[config.mk]
export PLATFORM = sky130hd
export DESIGN_NAME = conf_int_add__pipelined_cfg__arch_agnos
export DESIGN_NICKNAME = d
export VERILOG_FILES = /design/src/rtl/conf_int_add_pkg.sv /design/src/rtl/conf_int_add__loa_seg.sv /design/src/rtl/conf_int_add__pipelined_cfg__arch_agnos.sv
export SDC_FILE = /design/constraint.sdc
export NUM_CORES = 1
export LEC_CHECK = 0
export CAP_MARGIN = 20
export CORE_MARGIN = 2
export CORE_UTILIZATION = 45
export DETAILED_ROUTE_END_ITERATION = 16
export HOLD_SLACK_MARGIN = 0.1
export PLACE_DENSITY = 0.67
export SYNTH_ARGS = -nofsm -noshare
export SYNTH_HDL_FRONTEND = slang
export SYNTH_HIERARCHICAL = 1
export SYNTH_SLANG_ARGS = --single-unit
[constraint.sdc]
create_clock -name clk -period 4.1 [get_ports clk]
set_clock_uncertainty 0.05 [all_clocks]
set_input_delay 0.82 -clock clk [delete_from_list [all_inputs] [get_ports clk]]
set_output_delay 0.82 -clock clk [all_outputs]
set_load 0.02 [all_outputs]
[src/rtl/conf_int_add_pkg.sv]
// Shared constants and helpers for the configurable approximate adder.
package conf_int_add_pkg;

  localparam int MAX_W = 64;

  typedef logic [1:0] state_t;

  localparam state_t RUN   = 2'd0;
  localparam state_t DRAIN = 2'd1;
  localparam state_t APPLY = 2'd2;

  function automatic int clog2(input int v);
    int r;
    r = 0;
    for (int i = 0; i < 31; i++)
      if ((1 << i) < v) r = i + 1;
    return r;
  endfunction

  function automatic logic [MAX_W-1:0] loa_mask(input int k);
    return ~({MAX_W{1'b1}} << k);
  endfunction

  function automatic logic [MAX_W-1:0] max_pos(input int w);
    return {MAX_W{1'b1}} >> (MAX_W - w + 1);
  endfunction

  function automatic logic [MAX_W-1:0] max_neg(input int w);
    return {{(MAX_W-1){1'b0}}, 1'b1} << (w - 1);
  endfunction

endpackage

[src/rtl/conf_int_add__loa_seg.sv]
// Half-width segment: OR over masked low bits, exact add above them.
module conf_int_add__loa_seg #(
  parameter int H = 16
) (
  input  logic [H-1:0] x,
  input  logic [H-1:0] y,
  input  logic [H-1:0] m,
  input  logic         cin,
  output logic [H-1:0] s,
  output logic         cout
);

  logic [H-1:0] top;
  logic [H:0]   gen;
  logic [H:0]   sum;

  // top marks the highest approximated bit; its AND feeds the exact part
  assign top = m ^ (m >> 1);
  assign gen = {x & y & top, 1'b0};
  assign sum = {1'b0, x & ~m} + {1'b0, y & ~m} + gen
             + {{H{1'b0}}, cin & ~|m};

  assign s    = ((x | y) & m) | (sum[H-1:0] & ~m);
  assign cout = sum[H];

endmodule

[src/rtl/conf_int_add__pipelined_cfg__arch_agnos.sv]
// Two-stage LOA/exact adder with run-time approximation level and drain FSM.
module conf_int_add__pipelined_cfg__arch_agnos
  import conf_int_add_pkg::*;
#(
  parameter int DATA_PATH_BITWIDTH = 32,
  parameter int OP_BITWIDTH        = 32,
  parameter int SATURATE           = 0
) (
  input  logic                                   clk,
  input  logic                                   racc,
  input  logic                                   in_valid,
  output logic                                   in_ready,
  input  logic [DATA_PATH_BITWIDTH-1:0]          a,
  input  logic [DATA_PATH_BITWIDTH-1:0]          b,
  output logic                                   out_valid,
  input  logic                                   out_ready,
  output logic [DATA_PATH_BITWIDTH-1:0]          d,
  output logic                                   ovf,
  input  logic                                   cfg_req,
  input  logic [clog2(DATA_PATH_BITWIDTH)-1:0]   cfg_apx_bits,
  output logic                                   cfg_ack,
  output logic [clog2(DATA_PATH_BITWIDTH)-1:0]   cur_apx_bits
);

  localparam int W  = DATA_PATH_BITWIDTH;
  localparam int H  = W / 2;
  localparam int KW = clog2(W);

  localparam logic [KW-1:0] K_RST   = KW'(W - OP_BITWIDTH);
  localparam logic [W-1:0]  MAX_POS = W'(max_pos(W));
  localparam logic [W-1:0]  MAX_NEG = W'(max_neg(W));

  state_t        state;
  logic          req_seen;
  logic          take;
  logic          s1_valid;
  logic          s2_valid;
  logic          s1_adv;
  logic          s2_adv;
  logic          accept;
  logic [W-1:0]  mask;
  logic [KW-1:0] k_clamp;

  logic [H-1:0]  lo_s;
  logic          lo_co;
  logic [H-1:0]  s1_lo;
  logic [H-1:0]  s1_a;
  logic [H-1:0]  s1_b;
  logic [H-1:0]  s1_m;
  logic          s1_c;
  logic [H-1:0]  hi_s;
  logic          hi_co;
  logic          ovf_raw;
  logic [W-1:0]  d_nxt;

  assign take    = (state == RUN) && cfg_req && !req_seen;
  assign s2_adv  = !s2_valid || out_ready;
  assign s1_adv  = s2_adv || !s1_valid;
  assign in_ready = !racc && (state == RUN) && !take && s1_adv;
  assign accept  = in_valid && in_ready;
  assign out_valid = s2_valid;

  assign mask    = W'(loa_mask(int'(cur_apx_bits)));
  assign k_clamp = (int'(cfg_apx_bits) > W - 1) ? KW'(W - 1)
                                                 : cfg_apx_bits;

  conf_int_add__loa_seg #(.H(H)) u_lo (
    .x    (a[H-1:0]),
    .y    (b[H-1:0]),
    .m    (mask[H-1:0]),
    .cin  (1'b0),
    .s    (lo_s),
    .cout (lo_co)
  );

  conf_int_add__loa_seg #(.H(H)) u_hi (
    .x    (s1_a),
    .y    (s1_b),
    .m    (s1_m),
    .cin  (s1_c),
    .s    (hi_s),
    .cout (hi_co)
  );

  // with equal operand signs the carry-out equals that sign
  assign ovf_raw = (s1_a[H-1] == s1_b[H-1]) && (hi_co != hi_s[H-1]);

  always_comb begin
    d_nxt = {hi_s, s1_lo};
    if (SATURATE != 0 && ovf_raw)
      d_nxt = s1_a[H-1] ? MAX_NEG : MAX_POS;
  end

  always_ff @(posedge clk or posedge racc) begin
    if (racc) begin
      s1_valid <= 1'b0;
      s1_lo    <= '0;
      s1_a     <= '0;
      s1_b     <= '0;
      s1_m     <= '0;
      s1_c     <= 1'b0;
    end else if (s1_adv) begin
      s1_valid <= accept;
      if (accept) begin
        s1_lo <= lo_s;
        s1_a  <= a[W-1:H];
        s1_b  <= b[W-1:H];
        s1_m  <= mask[W-1:H];
        s1_c  <= lo_co;
      end
    end
  end

  always_ff @(posedge clk or posedge racc) begin
    if (racc) begin
      s2_valid <= 1'b0;
      d        <= '0;
      ovf      <= 1'b0;
    end else if (s2_adv) begin
      s2_valid <= s1_valid;
      if (s1_valid) begin
        d   <= d_nxt;
        ovf <= ovf_raw;
      end
    end
  end

  always_ff @(posedge clk or posedge racc) begin
    if (racc) begin
      state        <= RUN;
      cur_apx_bits <= K_RST;
      req_seen     <= 1'b0;
      cfg_ack      <= 1'b0;
    end else begin
      cfg_ack <= 1'b0;
      if (!cfg_req) req_seen <= 1'b0;
      unique case (state)
        RUN:
          if (take) state <= DRAIN;
        DRAIN:
          if (!s1_valid && !s2_valid) state <= APPLY;
        APPLY: begin
          cur_apx_bits <= k_clamp;
          cfg_ack      <= 1'b1;
          req_seen     <= 1'b1;
          state        <= RUN;
        end
        default:
          state <= RUN;
      endcase
    end
  end

endmodule

Word-level counts from Yosys, hierarchy flattened
Cells that the tools add are included.
{"block": "word_totals", "reg_bits": 109, "inputBits": 74, "word_cells": 75}
{"block": "classes", "add_sub_neg": 5, "eq_ne": 7, "shifts": 1, "muxes": 6, "bitwise": 22, "n_reduce_logical": 21}
{"operator": "AND 16 bit", "n": 12}
{"operator": "bitwise OR 16 bit", "n": 4}
{"operator": "<< shifter 64 x 5 -> 32 bit (first input constant)", "n": 1}
{"operator": "adder 16 x 16 -> 17 bit", "n": 2}
{"operator": "adder 17 bit", "n": 2}
{"operator": "inverter 16 bit", "n": 2}
{"operator": "inverter 32 bit", "n": 1}
{"operator": "XOR 16 x 15 -> 16 bit", "n": 2}
{"operator": "adder 17 x 1 -> 17 bit", "n": 1}
{"operator": "OR reduction 16 bit", "n": 1}
{"operator": "logical AND 1 bit", "n": 8}
{"operator": "zero test 1 bit", "n": 6}
{"operator": "AND reduction 2 bit", "n": 3}
{"operator": "2-to-1 mux 2 bit", "n": 2}
{"operator": "!= test 2 bit (second input constant)", "n": 2}
{"operator": "one-hot mux 2 bit (2 select lines)", "n": 1}
{"operator": "2-to-1 mux 1 bit", "n": 3}
{"operator": "equality test 2 x 1 -> 1 bit (second input constant)", "n": 1}
{"operator": "equality test 2 bit (second input constant)", "n": 1}
{"operator": "zero test 2 bit", "n": 1}
{"operator": "logical OR 1 bit", "n": 2}
{"operator": "!= test 2 x 1 -> 1 bit (second input constant)", "n": 1}
{"operator": "AND 1 bit", "n": 1}
{"operator": "equality test 1 bit", "n": 1}
{"operator": "!= test 1 bit", "n": 1}

Longest topological paths before layout
Gate-level depths: netlist of the first run.
{"block": "logic_depth", "ltp_word": 9, "depth_mapped": 17, "depth_no_buf": 16}

Hierarchy
The synthesis of the first run kept the hierarchy.
{"module": "conf_int_add__pipelined_cfg__arch_agnos", "n_inst": 1, "cells_per_inst": 296, "area_per_inst_um2": 4573.1}
{"module": "conf_int_add__loa_seg (u_hi)", "n_inst": 1, "cells_per_inst": 269, "area_per_inst_um2": 1856.8}
{"module": "conf_int_add__loa_seg (u_lo)", "n_inst": 1, "cells_per_inst": 270, "area_per_inst_um2": 1836.8}

Worst setup path after synthesis of the first run
OpenSTA, ideal clock, no wires.
{"block": "synth_timing", "path_kind": "reg2reg", "from": "reg cur_apx_bits[4]", "to": "reg s1_lo[15]", "arrival_time_ps": 3875, "slack_ps": 50, "stages_incl_launch_ff": 16, "path_buffers": 3, "synth_period_minus_slack_ps": 4050, "path_cell_list": "dfrtp_1 -> clkbuf_1 -> clkbuf_1 -> nor2_1 -> nor2_1 -> inv_1 -> ha_1 -> nand3_1 -> fa_1 -> inv_1 -> ha_1 -> clkbuf_1 -> nand4_1 -> or4_4 -> o211a_1 -> mux2_4"}
{"block": "synth_via", "elab_chain_cells": 8}
{"item": "start: declaration", "line": "conf_int_add__pipelined_cfg__arch_agnos.sv:22", "source": "output logic [clog2(DATA_PATH_BITWIDTH)-1:0] cur_apx_bits"}
{"item": "start signal: assignment", "line": "conf_int_add__pipelined_cfg__arch_agnos.sv:143", "source": "cur_apx_bits <= k_clamp;"}
{"item": "<< shifter 64 x 5 -> 32 bit *", "line": "conf_int_add_pkg.sv:21", "source": "return ~({MAX_W{1'b1}} << k);"}
{"item": "inverter 32 bit *", "line": "conf_int_add_pkg.sv:21"}
{"item": "via mask[10]", "line": "conf_int_add__pipelined_cfg__arch_agnos.sv:41", "source": "logic [W-1:0] mask;"}
{"item": "inverter 16 bit", "line": "conf_int_add__loa_seg.sv:20", "source": "assign sum = {1'b0, x & ~m} + {1'b0, y & ~m} + gen"}
{"item": "AND 16 bit", "line": "conf_int_add__loa_seg.sv:20"}
{"item": "adder 16 x 16 -> 17 bit", "line": "conf_int_add__loa_seg.sv:20"}
{"item": "adder 17 bit *", "line": "conf_int_add__loa_seg.sv:20"}
{"item": "AND 16 bit *", "line": "conf_int_add__loa_seg.sv:23", "source": "assign s = ((x | y) & m) | (sum[H-1:0] & ~m);"}
{"item": "bitwise OR 16 bit *", "line": "conf_int_add__loa_seg.sv:23"}
{"item": "via lo_s[15]", "line": "conf_int_add__pipelined_cfg__arch_agnos.sv:44", "source": "logic [H-1:0] lo_s;"}
{"item": "end signal: assignment", "line": "conf_int_add__pipelined_cfg__arch_agnos.sv:105", "source": "s1_lo <= lo_s;"}
{"item": "end: declaration", "line": "conf_int_add__pipelined_cfg__arch_agnos.sv:46", "source": "logic [H-1:0] s1_lo;"}
The timed path passes the listed nets; every way through them passes the cells marked *.
A chain may end at the register's enable or synchronous reset.

Final worst setup path of the first run
{"block": "layout_timing", "from": "reg cur_apx_bits[3]", "to": "reg s1_lo[15]"}
The elaborated chain is that of the path after synthesis.

==> results of run 1 <==
## power groups by stage
stage,clock network [mW],registers [mW],logic (mW)
after floorplan,0,2.18,4.68
after CTS,0.851,2.04,6.89
after global routing,0.887,2.13,7.75
final,0.821,2.05,6.94
after global placement,0,2.05,6.75
after detailed placement,0,2.05,6.85
## cells by family after synthesis
kind of cell    Yosys count  synth area share
compound gates          152            0.1231
flops                   108            0.3269
mux                     104            0.1669
buf+inv                 123           0.06296
fa+ha+maj                80            0.1520
simple gates            233            0.1317
other cells               1         0.0004536
xor+xnor                 34           0.03602
## cells in the final DEF (no fill, tap or decap), types with 5 or more instances in the layout
| cell type | Yosys | final |
|---|---|---|
| conb_1 | 1 | 5 |
| nand3_1 | 40 | 40 |
| nand2_1 | 97 | 97 |
| o21a_1 | 7 | 7 |
| mux2_2 | 41 | 41 |
| nor2_1 | 44 | 43 |
| a21o_1 | 8 | 7 |
| dfrtp_1 | 108 | 108 |
| nor2b_1 | 9 | 9 |
| nand4_1 | 5 | 5 |
| nor3_1 | 14 | 12 |
| mux2_4 | 57 | 57 |
| xnor2_1 | 11 | 11 |
| a21boi_0 | 5 | 5 |
| buf_4 | 2 | 37 |
| fa_1 | 34 | 33 |
| clkbuf_16 | 0 | 9 |
| a21oi_1 | 32 | 31 |
| a21oi_2 | 4 | 5 |
| clkdlybuf4s50_1 | 0 | 114 |
| o21ai_1 | 6 | 6 |
| inv_1 | 100 | 99 |
| ha_1 | 46 | 46 |
| xor2_1 | 23 | 23 |
| nand2b_1 | 5 | 5 |
| o21ai_0 | 45 | 45 |
## routing by layer
| metal | routed length [um] | vias up | part of all wire | track usage |
|---|---|---|---|---|
| met4 | 225 | 0 | 0.011 | 0.04263 |
| met3 | 868 | 16 | 0.044 | 0.03682 |
| met5 | 0 | - | 0 | 0 |
| li1 | - | 3154 | - | - |
| met2 | 9434 | 152 | 0.48 | 0.3547 |
| met1 | 9289 | 3079 | 0.47 | 0.2864 |
## critical path, stage by stage, from the launching register on
cell     delay (ps)
dfrtp_1         410
buf_4           210
nor2_2          230
nand2_1         160
buf_4           170
xor2_1          170
nand3_1         130
fa_1            510
inv_1            40
ha_1            330
nand2_2         100
o211a_1         300
or4_4           540
o211a_1         240
mux2_4          260
## flip-flops by register name, summed over array words and instances, names as in the netlist
signal	cells
d	32
state	2
s1_a	16
s1_valid	1
req_seen	1
s1_lo	16
s1_m	15
out_valid	1
s1_b	16
cur_apx_bits	5
cfg_ack	1
s1_c	1
ovf	1
## per-stage QoR
step,setup TNS [ps],std cells
finish,0,1215
global route,-21.49,1215
CTS,0,1215
detailed placement,0,1199
global placement,0,1199
floorplan,0,839
## final timing paths
kind / end / depth (start not counted)
hold reg to reg: req_seen / 1
min in group asynchronous: s1_valid / 2
setup reg to reg: s1_lo[15] / 14
hold / removal: req_seen / 1
max in group asynchronous: s1_a[14] / 3
setup / recovery: s1_lo[15] / 14
## cell type report
type | count | area, um^2
Tap cell | 229 | 286.5
Fill cell | 1579 | 7757
Clock inverter | 5 | 27.53
Inverter | 100 | 377.9
Multi-Input combinational cell | 608 | 5090
Timing Repair Buffer | 154 | 1479
Sequential cell | 108 | 2703
Clock buffer | 11 | 242.7
==> impl_metrics.csv, run 1 <==
group,metric,value,unit
setup_path,critPathRequiredTime,4290,ps
die,io_pins,115,
setup_path,r2r_start,"cur_apx_bits[3]",
final_layout,fin_nets,1135,
power,irDropWorstVdd,0.5098,mV
grt,grt_usage,0.2100,
die,std_cell_rows,49,
final_layout,final_cell_area,10210,um^2
placed_design,port-buffer-count,114,
routing,vias,6401,
synth,synth_most_common_cell,"dfrtp_1",
synth,syn-cell-area,8267,um^2
setup_path,critical_path_class,"flop to flop",
clock_tree,cts_hold_buf,0,
power,power_switching,4.582,mW
clock_tree,path_clk_slew,70,ps
routing,drt_iter0_drc,338,
routing,routed_wirelength,19820,um
synth,ys_seq_elements,108,
synth,synth_edf_count,0,
synth,async_flop_share,1.000,
timing,period_needed,3955,ps
synth,yosys.area.top_type,"dfrtp_1",
job,drv_cap,0,
timing,hold_ws,423.5,ps
timing,slew_violations,0,
timing,slew-limit-headroom,0.4769,
placed_design,gp_congestion,0.8864,
routing,via_per_inst,5.268,
power,leakage,4.957,nW
synth,synthFlopType,"dfrtp_1",
timing,hold_viol,0,
setup_path,path_max_fanout,11,
setup_path,crit_path_end_kind,"flop",
timing,post-route-period-util,0.9646,
clock_tree,cts_resized,0,
die,die_x,139.5,um
min_path,min_from,"req_seen",
final_layout,syn2layout_area_growth,23.46,%
grt,grt-ovfl-total,0,
clock_tree,root_buffer,"clkbuf_16",
grt,grt_antenna_before_repair,0,
setup_path,r2r_slack,150,ps
die,die_area,19470,um^2
timing,setup_viol,0,
clock_tree,cts_buffer_depth,2,
grt,grt_pass1_vias,6548,
placed_design,place_ws,40.75,ps
synth,yosys-top-cells-count,"108 x dfrtp_1, 100 x inv_1, 97 x nand2_1, 57 x mux2_4, 46 x ha_1",
routing,ant_nets,0,
power,switching_share,0.4675,
timing,rsz0062_at_grt,"yes",
clock_tree,numClockSinks,108,
grt,grt_pass1_wl,32900,um
synth,yosysWarnings,6,
min_path,hold_path.class,"flop to flop",
timing,timing.fmax,252.8,MHz
synth,synth_area_leaders,"dfrtp_1 33%, mux2_4 10%, fa_1 8.2%, ha_1 7.0%, mux2_2 5.6%",
synth,seq_area_frac_synth,0.3269,
final_layout,utilization,0.5682,
routing,wire_per_inst,16.31,um
power,finalPower,9.802,mW
clock_tree,cts_max_level,3,
setup_path,start_kind,"flop",
setup_path,arrival,4150,ps
power,pwr-share-seq,0.209,
timing,worst_pin_slew,782.7,ps
routing,drt_pass1_iterations,5,
synth,postSynthCellCount,835,
final_layout,diodes,0,
synth,avgSynthCellArea,9.900,um^2
clock_tree,cts_buffers,9,
timing,setup_ws,145.1,ps
clock_tree,clk_latency,350,ps
grt,grt_max_degree,59,
synth,synth_top_area_share,0.3269,
power,p_int,5.220,mW
routing,drc,0,
placed_design,post_dp_cell_area,9905,um^2
power,p_comb_frac,0.708,
synth,synth_cell_types,67,
die,die_y,139.5,um
placed_design,hpwl,15790,um
final_layout,drive_gt1_frac,0.1826,
die,initial_core_util,0.4602,
clock_tree,postCtsSetupBuffers,0,
setup_path,cp-startpoint,"cur_apx_bits[3]",
power,power_density,960.4,nW/um^2
die,core_area,17960,um^2
power,clkPwrFrac,0.084,
status,status,"finished, final reports clean",
clock_tree,tritoncts,"done",
Note: power is estimated with default switching activity, not from simulation.
==> run 2, diff against run 1 <==
--- a/config.mk
+++ b/config.mk
@@ -9,6 +9,7 @@
 export CORE_MARGIN = 2
 export CORE_UTILIZATION = 45
 export DETAILED_ROUTE_END_ITERATION = 16
+export GPL_ROUTABILITY_DRIVEN = 0
 export HOLD_SLACK_MARGIN = 0.1
 export PLACE_DENSITY = 0.67
 export SYNTH_ARGS = -nofsm -noshare
==> run 2 against run 1 <==
Clock-buffer cell count increased by 1. Maximum frequency is 0.72% higher. Global-route usage down 0.71 points. Setup slack better by 28 ps. Sequential power hardly changed. Via count increased by 0.48%. Routed wire length is 2.0% lower. Total power decreased by 0.69%. Critical path depth rose by 1. Final cell count shrank 0.58%. Register-to-register slack improved by 30 ps. First-iteration DRC count grew 25%. Critical path type unchanged. Largest power group unchanged.
==> impl_metrics.csv, run 2 (same netlist as run 1, synthesis figures left out) <==
group,metric,value,unit
status,status,"finished, final reports clean",
routing,vias,6432,
grt,grt_usage,0.2030,
placed_design,port-buffer-count,114,
setup_path,crit_path_end_kind,"flop",
clock_tree,root_buffer,"clkbuf_16",
final_layout,drive_gt1_frac,0.1757,
die,io_pins,115,
clock_tree,numClockSinks,108,
setup_path,critical_path_class,"flop to flop",
timing,post-route-period-util,0.9577,
min_path,hold_end,"req_seen",
setup_path,start_kind,"flop",
timing,worst_pin_slew,790.1,ps
min_path,hold_depth,1,
grt,grt_pass1_vias,6232,
routing,drt_pass1_iterations,5,
grt,grt_pass1_wl,31510,um
routing,drc,0,
setup_path,arrival,4130,ps
power,finalPower,9.735,mW
timing,slew-limit-headroom,0.4720,
timing,period_needed,3926,ps
clock_tree,path_clk_slew,70,ps
final_layout,final_cell_mix,"114 x clkdlybuf4s50_1, 108 x dfrtp_1, 99 x inv_1",
setup_path,crit_family,"simple AND/OR/NAND/NOR gates",
final_layout,largest_register,"d",
clock_tree,cts_buffers,9,
grt,grt_antenna_before_repair,0,
timing,slew_violations,0,
routing,routed_wirelength,19420,um
job,drv_cap,0,
die,die_area,19470,um^2
setup_path,max_stage_delay,530,ps
timing,hold_viol,0,
setup_path,regToRegEndpoint,"s1_lo[15]",
die,die_y,139.5,um
clock_tree,tritoncts,"done",
min_path,min_from,"req_seen",
min_path,hold_path.class,"flop to flop",
power,irDropWorstVdd,0.5222,mV
die,initial_core_util,0.4602,
setup_path,crit_chain,"nor3_2, inv_1, or3_1, inv_1, ha_1, nand3_1, fa_1, inv_1, ha_1, fa_2, a21oi_2, o211a_1, or4_4, o211a_1, mux2_4",
die,std_cell_rows,49,
final_layout,fin_nets,1128,
final_layout,diodes,0,
clock_tree,postCtsSetupBuffers,0,
setup_path,worst-path-buf-inv,3,
routing,ant_nets,0,
routing,via_per_inst,5.325,
clock_tree,cts_max_level,3,
routing,wire_per_inst,16.07,um
placed_design,hpwl,15120,um
power,leakage,4.938,nW
die,core_area,17960,um^2
timing,finalSetupTns,0,ps
final_layout,largest_reg_flops,32,
setup_path,cp_slowest_cell,"or4_4",
setup_path,critPathRequiredTime,4300,ps
timing,timing.fmax,254.7,MHz
die,die_x,139.5,um
clock_tree,clk_latency,360,ps
clock_tree,cts_buffer_depth,2,
final_layout,fill_cells,1632,
timing,setup_viol,0,
setup_path,path_max_fanout,3,
setup_path,cp-startpoint,"cur_apx_bits[4]",
setup_path,ff2ff_path_depth,15,
setup_path,r2r_start,"cur_apx_bits[4]",
routing,drt_iter0_drc,423,
final_layout,syn2layout_area_growth,23.13,%
grt,grt-ovfl-total,0,
power,power_density,956.4,nW/um^2
setup_path,path_common_cell,"inv_1",
grt,grt_max_degree,61,
timing,rsz0062_at_grt,"no",
setup_path,r2r_slack,170,ps
final_layout,final_common_cell,"clkdlybuf4s50_1",
## run 2: changes by cell type in the layout (fill, tap and decap cells not counted)
cell | previous run | this run
a21o_1 | 7 | 8
a21o_2 | 4 | 3
buf_4 | 37 | 30
bufinv_16 | 0 | 1
clkbuf_8 | 1 | 2
clkinv_2 | 4 | 2
nor3_1 | 12 | 13
nor3_4 | 1 | 0
o21bai_1 | 4 | 3
o21bai_2 | 0 | 1
## run 2: worst max-delay path by stage
stage,to,slack (ps),cells past startpoint
2_1_floorplan,s1_lo[15],50,15
3_3_place_gp,s1_lo[13],130,12
3_5_place_dp,s1_lo[13],60,12
4_1_cts,s1_lo[15],70,15
5_1_grt,s1_lo[15],0.8,15
6_report,s1_lo[15],170,15
## run 2: per-stage QoR
stage	setup WS, ps	cell area [um^2]	cells	hold slack (ps)	util
floorplan	49.89	8282	839	395.1	-
global placement	126.0	9852	1192	403.9	0.5484
detailed placement	60.16	9852	1192	410.5	0.5484
CTS	74.07	10160	1208	428.1	0.5654
global route	0.7936	10180	1208	462.6	0.5666
finish	173.5	10180	1208	426.4	0.5666
## run 2: where the power goes
part           switching, mW  internal [mW]
sequential             0.457           1.59
clock                  0.408          0.506
combinational           3.66           3.12
total                   4.52           5.21
## run 2: layout make-up
type                       count  area, um^2  area share
clock buffer                  12       256.5     0.02520
clock inverter                 4       47.55    0.004671
inverter                     100       377.9     0.03712
multi-input combinational    608        5081      0.4992
sequential                   108        2703      0.2655
tap                          229       286.5     0.02815
timing repair buffer         147        1426      0.1401
## run 2: timing repair
item                                    4_1_cts  5_1_grt
resized for setup                             0        6
hold buffers                                  0        0
endpoints found under the setup margin        0        9
## run 2: metal layers
layer,vias to the layer above,GRT usage,part of all wire
li1,3126,-,-
met3,25,0.04026,0.051
met1,3092,0.2761,0.46
met4,0,0.05158,0.015
met5,-,0,0
met2,189,0.3349,0.48
